File: config.mk
export PLATFORM = sky130hd
export DESIGN_NAME = ex_mem_seq
export DESIGN_NICKNAME = d
export VERILOG_FILES = /design/src/rtl/ex_mem_seq.sv
export SDC_FILE = /design/constraint.sdc
export NUM_CORES = 1
export LEC_CHECK = 0
export CORE_ASPECT_RATIO = 0.8
export CORE_UTILIZATION = 50
export DETAILED_ROUTE_END_ITERATION = 6
export DONT_BUFFER_PORTS = 1
export HOLD_SLACK_MARGIN = 0.06
export PLACE_DENSITY_LB_ADDON = 0.08
export SYNTH_ARGS = -nofsm -noshare
export SYNTH_HDL_FRONTEND = slang
export SYNTH_SLANG_ARGS = --single-unit
File: constraint.sdc
create_clock -name clk -period 2.55 [get_ports clk]
set_input_delay 0.3825 -clock clk [delete_from_list [all_inputs] [get_ports clk]]
set_output_delay 0.3825 -clock clk [all_outputs]
set_load 0.05 [all_outputs]
File: src/rtl/ex_mem_seq.sv
// Execute-stage sequencer for multi-cycle memory instructions (LDM/STM and SWP/SWPB).
// Stalls ID/EX via o_busy and drives one memory transfer at a time with ack handshake.
module ex_mem_seq (
    input  logic        clk,
    input  logic        rst,
    input  logic        i_start,
    input  logic        i_is_ldm,
    input  logic        i_is_swp,
    input  logic        i_load,
    input  logic [31:0] i_base,
    input  logic [15:0] i_reglist,
    input  logic [3:0]  i_swp_rd,
    input  logic [3:0]  i_swp_rm,
    input  logic        i_swp_byte,
    output logic        o_busy,
    output logic        o_mem_req,
    output logic        o_mem_we,
    output logic [31:0] o_mem_addr,
    output logic [1:0]  o_mem_size,
    input  logic        i_mem_ack,
    output logic [3:0]  o_reg_code,
    output logic        o_wb_vld,
    output logic [3:0]  o_wb_code,
    output logic        o_done
);

    typedef enum logic [2:0] {
        StIdle,
        StLdm,
        StSwpRd,
        StSwpWr,
        StDone
    } state_e;

    state_e      state_q;
    logic [15:0] rem_q;
    logic [31:0] addr_q;
    logic [3:0]  rd_q;
    logic [3:0]  rm_q;
    logic        byte_q;

    logic [15:0] rem_next;
    logic [3:0]  low_idx;
    logic [1:0]  swp_size;

    // Clearing the lowest set bit walks the list in ascending register order.
    assign rem_next = rem_q & (rem_q - 16'd1);
    assign swp_size = byte_q ? 2'b00 : 2'b10;

    always_comb begin
        low_idx = 4'd0;
        for (int k = 15; k >= 0; k--) begin
            if (rem_q[k]) begin
                low_idx = 4'(k);
            end
        end
    end

    always_ff @(posedge clk) begin
        if (rst) begin
            state_q <= StIdle;
            rem_q   <= 16'd0;
            addr_q  <= 32'd0;
            rd_q    <= 4'd0;
            rm_q    <= 4'd0;
            byte_q  <= 1'b0;
        end else begin
            unique case (state_q)
                StIdle: begin
                    if (i_start && i_is_ldm) begin
                        rem_q   <= i_reglist;
                        addr_q  <= {i_base[31:2], 2'b00};
                        state_q <= (i_reglist != 16'd0) ? StLdm : StDone;
                    end else if (i_start && i_is_swp) begin
                        addr_q  <= i_base;
                        rd_q    <= i_swp_rd;
                        rm_q    <= i_swp_rm;
                        byte_q  <= i_swp_byte;
                        state_q <= StSwpRd;
                    end
                end
                StLdm: begin
                    if (i_mem_ack) begin
                        rem_q  <= rem_next;
                        addr_q <= addr_q + 32'd4;
                        if (rem_next == 16'd0) begin
                            state_q <= StDone;
                        end
                    end
                end
                StSwpRd: begin
                    if (i_mem_ack) begin
                        state_q <= StSwpWr;
                    end
                end
                StSwpWr: begin
                    if (i_mem_ack) begin
                        state_q <= StDone;
                    end
                end
                StDone: begin
                    state_q <= StIdle;
                end
                default: begin
                    state_q <= StIdle;
                end
            endcase
        end
    end

    always_comb begin
        o_busy     = 1'b0;
        o_mem_req  = 1'b0;
        o_mem_we   = 1'b0;
        o_mem_addr = 32'd0;
        o_mem_size = 2'b00;
        o_reg_code = 4'd0;
        o_wb_vld   = 1'b0;
        o_wb_code  = 4'd0;
        o_done     = 1'b0;
        unique case (state_q)
            StIdle: begin
                o_busy = i_start & (i_is_ldm | i_is_swp);
            end
            StLdm: begin
                o_busy     = 1'b1;
                o_mem_req  = 1'b1;
                o_mem_we   = ~i_load;
                o_mem_addr = addr_q;
                o_mem_size = 2'b10;
                o_reg_code = low_idx;
                o_wb_vld   = i_mem_ack & i_load;
                o_wb_code  = (i_mem_ack & i_load) ? low_idx : 4'd0;
            end
            StSwpRd: begin
                o_busy     = 1'b1;
                o_mem_req  = 1'b1;
                o_mem_addr = addr_q;
                o_mem_size = swp_size;
                o_reg_code = rd_q;
            end
            StSwpWr: begin
                // Rd is written only now so a Rd==Rm swap stores the old value.
                o_busy     = 1'b1;
                o_mem_req  = 1'b1;
                o_mem_we   = 1'b1;
                o_mem_addr = addr_q;
                o_mem_size = swp_size;
                o_reg_code = rm_q;
                o_wb_vld   = i_mem_ack;
                o_wb_code  = i_mem_ack ? rd_q : 4'd0;
            end
            StDone: begin
                o_done = 1'b1;
            end
            default: begin
                o_busy = 1'b0;
            end
        endcase
    end

endmodule

Word-level counts from Yosys, hierarchy flattened. Cells that the tools add are included.

Word-level logic and storage cells: 79. Bits in registers: 60. Memories kept: 0. Memory bits (writable): 0. Bits of input ports: 64. Memory bits (read-only): 0. Bits in latches: 0.

Multipliers: 0. Bitwise logic cells: 6. Div/mod/pow operators: 0. Reduce and logical (&&, ||, !) cells: 12. Equality and inequality tests: 10. Add/subtract/negate cells: 2. $lt $le $gt $ge: 0. Shifts and indexed selects: 0. Mux-type cells: 43.

Operator list (number): $mux 32 (4); $mux 4 (18); $pmux 32 s2 (1); $add 32x3->32 const B (1); $mux 16 (2); $pmux 16 s2 (1); $mux 3 (7); $and 16x16->16 (1); $logic_not 16->1 (1); $reduce_bool 16->1 (1); $sub 16x1->16 const B (1); $pmux 3 s4 (1); $pmux 4 s3 (1); $ne 2x2->1 const B (5); $reduce_and 3->1 (3); $pmux 4 s2 (1); $eq 3x2->1 const B (2); $pmux 1 s2 (3); $reduce_and 5->1 (1); $pmux 2 s2 (1); $eq 3x1->1 const B (1); $eq 3x3->1 const B (1); $logic_not 3->1 (1); $ne 3x3->1 const B (1); 9 further kinds (13).

Longest topological paths before layout. Gate-level depths: netlist (run 1).

Depth in word-level cells: 18. Gate-level depth with buffers: 8. Gate-level depth less buffers: 7.

Worst setup path before layout (run 1). OpenSTA, ideal clock, no wires.

Kind: flip-flop to output port. Start: reg rem_q[5]. End: out o_wb_code[0]. Arrival: 2.418 ns. Data required time: 2.168 ns. Path slack: -0.250 ns. Stages on the path, launching flop included: 8. Path buffers: 1. Cells stage by stage: dfxtp_1 clkbuf_1 inv_1 a2111oi_0 o21ai_0 o21ai_0 a31oi_1 o21ai_0.

Longest elaborated chain between the ends: 8.

Ends and longest elaborated chain: start: declaration (line 36) `logic [15:0] rem_q;`; start signal: assignment (line 71) `rem_q <= i_reglist;`; start signal: assignment (line 84) `rem_q <= rem_next;`; $mux 4 (6 in series) (line 53) `if (rem_q[k]) begin`; $mux 4 (line 133) `o_wb_code = (i_mem_ack & i_load) ? low_idx : 4'd0;`; $pmux 4 s2 (line 121) `unique case (state_q)`; end: declaration (line 23) `output logic [3:0] o_wb_code,`.

No other way between the ends.

Final worst setup path (run 1).
Start: reg rem_q[10]. End: out o_reg_code[3].

Longest elaborated chain between the ends: 12.

Ends and longest elaborated chain: $mux 4 (11 in series) (line 53); $pmux 4 s3 (line 121); end: declaration (line 21) `output logic [3:0] o_reg_code,`.

No other way between the ends.

==> results of run 1 <==
metal layers:
layer	GRT usage	wire, um
met1	0.4418	5760
met2	0.4088	5069
met3	0.06213	992
met4	0.06377	89
met5	0	0
cell type report:
type,instances,area share
repair buffers,60,0.1059
flip-flops and latches,60,0.2600
inverters,5,0.004042
multi-input cells,452,0.5551
clock inverters,6,0.01913
clock buffers,10,0.02749
well taps,105,0.02829
cell families (layout without fill, tap and decap cells):
logic type / Yosys count / count (layout) / synth area share
flops: 60 / 60 / 0.3045
buf+inv: 56 / 81 / 0.05550
simple gates: 258 / 258 / 0.3276
fa+ha+maj: 3 / 3 / 0.008246
compound gates: 186 / 186 / 0.2927
mux: 4 / 4 / 0.01047
other cells: 1 / 1 / 0.0009506
worst max-delay path, stage by stage (launching register included):
cell,delay (ns)
dfxtp_1,0.38
or4_1,0.62
nor3_1,0.33
nand3b_1,0.19
a21oi_2,0.06
buf_4,0.18
repair_timing:
item | CTS | global route
hold endpoints to repair | 0 | 0
resized for setup | 2 | 18
setup buffers | 0 | 0
pin swaps | 0 | 1
cloned | 0 | 0
endpoints found under the setup margin | 1 | 8
cells in the mapped netlist, drive strengths merged, types with 3 or more instances:
master  number  area, sq um
nor4        11        68.82
or4          6        45.04
o21a         3        22.52
nand2b       4        25.02
clkbuf      44        166.4
or2          5        31.28
mux2i        3        30.03
nand3       17        85.08
o31ai       10        75.07
o41ai        8        70.07
or3          9        61.31
o21ai       50        250.2
nor3        16        80.08
o22ai        5        31.28
nand4        6        52.55
nand2       69        259.0
dfxtp       60         1201
a21o         3        22.52
buf          7        33.78
nor2        60        225.2
a31oi        9        56.30
a211oi      11        82.58
a22oi       22        165.2
nand3b       3        22.52
a21oi       50        250.2
and2        39        244.0
o211ai       3        22.52
and3         5        31.28
nor3b        3        22.52
inv          5        18.77
stage by stage:
stage | hold WS, ns | util | TNS (ns) | setup slack (ns)
after floorplan | 0.4329 | - | -0.02497 | -0.01847
after global placement | 0.4401 | 0.5822 | 0 | 0.2448
after detailed placement | 0.4459 | 0.5822 | 0 | 0.2270
after CTS | 0.09117 | 0.6113 | 0 | 0.03759
after global routing | 0.08417 | 0.6164 | -0.02319 | -0.02193
final | 0.1080 | 0.6164 | 0 | 0.06426
report_power, final:
part           internal [W]  total [W]  switching [W]
Clock              0.000550   0.000956       0.000405
Combinational       0.00109    0.00309        0.00201
Sequential          0.00118    0.00152       0.000339
path summary, 6_finish.rpt:
| check | startpoint | slack (ns) | to |
|---|---|---|---|
| worst max-delay path | rem_q[10] | 0.06 | o_reg_code[3] |
| worst min-delay path | rst | 0.11 | rd_q[2] |
| worst min register to register | rm_q[1] | 0.46 | rm_q[1] |
| worst max register to register | addr_q[13] | 0.16 | addr_q[31] |
flip-flops by register name (all words and copies together), names as in the netlist:
name and flops:
state_q 3, rd_q 4, rem_q 16, byte_q 1, rm_q 4, addr_q 32
==> out/metrics.yaml, run 1 <==
outcome: "complete, no violations"
core_sq_um: 7532
clock_path_buffers: 2
async_flop_share: 0
crit_arrival_ns: 2.10
fp.dieW_um: 101.3
cts_tree: "built"
drive_gt1_frac: 0.1754
drv_cap: 0
first_global_vias: 3714
cts.reportedPaths.clkPinSlew_ns: 0.08
hold_viol_final: 0
max_freq_mhz: 402.3
setup_viol: 0
syn_inst: 568
p_per_area_nw_per_um2: 1199
die_area_sq_um: 8252
fillerInstances: 711
syn_area_sq_um: 3945
multi_input_area_sq_um: 2577
cp-start-kind: "register"
finalCritPeriodShare: 0.9748
seq_area_sq_um: 1207
synth_edf_count: 0
layout.cells.non_filler: 698
placed_area_sq_um: 4385
synth_seq_cells: 60
whs_path_depth: 1
io_buffers: 0
area_delta_synth_final_pct: 17.70
h-tree-depth: 3
final_net_count: 653
start_util: 0.5238
syn_nets: 633
vias: 4333
grt_pass1_wl_um: 18590
drc: 0
vias_per_cell: 6.208
cp_max_fo: 6
pin_count: 111
clk_latency_ns: 0.34
yosysSeqAreaShare: 0.3045
post-route-min-period_ns: 2.486
dr.pass1.iters: 5
hold_path_class: "in -> reg"
layout_commonest_cell: "nand2_1"
endpoint_kind: "primary output"
fp.dieH_um: 81.45
clock_sinks: 60
slew_headroom: 0.4880
wirelength_um: 11910
grt_start_max_net_pins: 64
fin_skew_ns: 0.007643
cts_hold_buf: 0
cts-root-buf: "clkbuf_8"
final_cell_mix: "69 x nand2_1, 59 x nor2_1, 57 x dfxtp_1"
antenna_found_initial: 0
overflow: 0
wl_per_cell_um: 17.07
yosys_warnings: 0
rows: 28
reg2reg_depth: 5
track_usage: 0.2891
power_leakage_nw: 1.699
antenna_cells: 0
synth_top_flop_cell: "dfxtp_1"
first_iter_violations: 307
drv_slew: 0
dp.cells: 682
numCtsBuffers: 9
ant_nets: 0
path_class: "reg -> out"
vdd_drop_max_mv: 0.8266
tightest_slew_ns: 0.7680
design_area_sq_um: 4643
critPathRequiredTime_ns: 2.17
synth.distinct_cells: 53
gp_congestion: 0.9532
place_hpwl_um: 8305
power_w: 0.005569
avgSynthCellArea_sq_um: 6.945
rsz0062_at_grt: "yes"
No activity file was read; power rests on OpenSTA's default activity.
==> run 2: changes to the inputs <==
--- a/config.mk
+++ b/config.mk
@@ -10,7 +10,7 @@
 export DETAILED_ROUTE_END_ITERATION = 6
 export DONT_BUFFER_PORTS = 1
 export HOLD_SLACK_MARGIN = 0.06
-export PLACE_DENSITY_LB_ADDON = 0.08
+export PLACE_DENSITY = 0.71
 export SYNTH_ARGS = -nofsm -noshare
 export SYNTH_HDL_FRONTEND = slang
 export SYNTH_SLANG_ARGS = --single-unit
==> run 2 against run 1 <==
Clock-buffer cell count rose by 1. Hold slack got worse by 0.0093 ns. Wire length up 3.0%. Critical path type unchanged. Critical endpoint unchanged. Largest power group unchanged.
==> out/metrics.yaml, run 2 (synthesis results as in run 1) <==
outcome: "complete, no violations"
h-tree-depth: 3
rsz0062_at_grt: "no"
post-route-min-period_ns: 2.453
antenna_found_initial: 0
top_usage_layer: "met2"
start_util: 0.5238
vias_per_cell: 6.329
hold_viol_final: 0
track_usage: 0.3020
grt_start_max_net_pins: 64
place_hpwl_um: 8522
largest_reg_flops: 32
final_cell_mix: "69 x nand2_1, 59 x nor2_1, 58 x dfxtp_1"
clk_latency_ns: 0.34
grt_pass1_wl_um: 19550
wirelength_um: 12270
first_iter_violations: 312
fp.dieW_um: 101.3
numCtsBuffers: 9
path_class: "reg -> out"
power_leakage_nw: 1.784
rows: 28
cts_hold_buf: 0
pin_count: 111
area_delta_synth_final_pct: 26.67
fin_skew_ns: 0.01234
grt.met1_usage: 0.4232
top_register: "addr_q"
fin_hold_ws_ns: 0.09871
largestRegisters: "addr_q (32), rem_q (16)"
power_w: 0.005599
clock_sinks: 60
p_per_area_nw_per_um2: 1120
antenna_cells: 0
drv_cap: 0
first_global_vias: 3924
tns_ns: 0
max_freq_mhz: 407.6
overflow: 0
met2_usage: 0.4517
drv_slew: 0
vias: 4411
endpoint_kind: "primary output"
grtUsageMet3: 0.08851
fillerInstances: 662
cp_max_fo: 8
drc: 0
tightest_slew_ns: 0.7860
wl_per_cell_um: 17.60
final_net_count: 654
setup_viol: 0
finalCritPeriodShare: 0.9620
cts.reportedPaths.clkPinSlew_ns: 0.07
clock_path_buffers: 2
die_area_sq_um: 8252
crit_arrival_ns: 2.07
hold_path_class: "in -> reg"
layout_commonest_cell: "nand2_1"
vdd_drop_max_mv: 0.8701
drive_gt1_frac: 0.1622
critPathRequiredTime_ns: 2.17
slew_headroom: 0.4760
io_buffers: 0
cts-root-buf: "clkbuf_8"
cts_tree: "built"
cp-start-kind: "register"
core_sq_um: 7532
gp_congestion: 0.8846
fp.dieH_um: 81.45
dr.pass1.iters: 5
ant_nets: 0
-- run 2: what timing repair did --
action | 4_1_cts | 5_1_grt
buffers inserted | 0 | 0
pin swaps | 0 | 0
gates resized for setup | 2 | 9
endpoints found under the setup margin | 2 | 13
-- run 2: final cells by class --
cell class | count | area, sq um | area share
Inverter | 5 | 18.77 | 0.003756
Multi-Input combinational cell | 452 | 2591 | 0.5185
Timing Repair Buffer | 61 | 895.9 | 0.1793
Sequential cell | 60 | 1204 | 0.2409
Tap cell | 105 | 131.4 | 0.02629
Clock inverter | 3 | 15.01 | 0.003005
Clock buffer | 11 | 141.4 | 0.02829
-- run 2: through the flow --
stage	cell area (sq um)	setup slack, ns	cells	util
final	4997	0.09691	697	0.6635
after detailed placement	4793	0.1367	683	0.6364
after floorplan	3954	-0.01847	568	-
after global placement	4793	0.1796	683	0.6364
after global routing	4997	0.008807	697	0.6635
after CTS	4956	0.0007976	697	0.6580
-- run 2: path summary, 6_finish.rpt --
path         startpoint             to  slack [ns]  depth (start not counted)
max            rem_q[6]  o_reg_code[3]         0.1                          5
min                 rst       rem_q[5]         0.1                          1
max reg2reg    rem_q[6]     state_q[0]        0.13                          6
min reg2reg     rm_q[1]        rm_q[1]        0.45                          2
-- run 2: worst max-delay path, stage by stage, from the launching register on --
cell and delay (ns):
dfxtp_1 0.41, or4_1 0.66, nor2_1 0.19, nand3b_1 0.12, a21oi_2 0.13, buf_4 0.20
-- run 2: layer usage --
layer / share of wire / routed length, um / vias to the layer above
met5: 0 / 0 / -
met4: 0.012 / 144 / 0
met3: 0.10 / 1257 / 17
met2: 0.44 / 5432 / 244
met1: 0.44 / 5432 / 2057
li1: - / - / 2093
-- run 2: power by group --
part | internal [W] | switching (W) | leakage [nW]
Combinational | 0.00127 | 0.00206 | 1.21
Sequential | 0.00118 | 0.000346 | 0.492
Clock | 0.000364 | 0.000374 | 0.0848
Total | 0.00282 | 0.00278 | 1.78
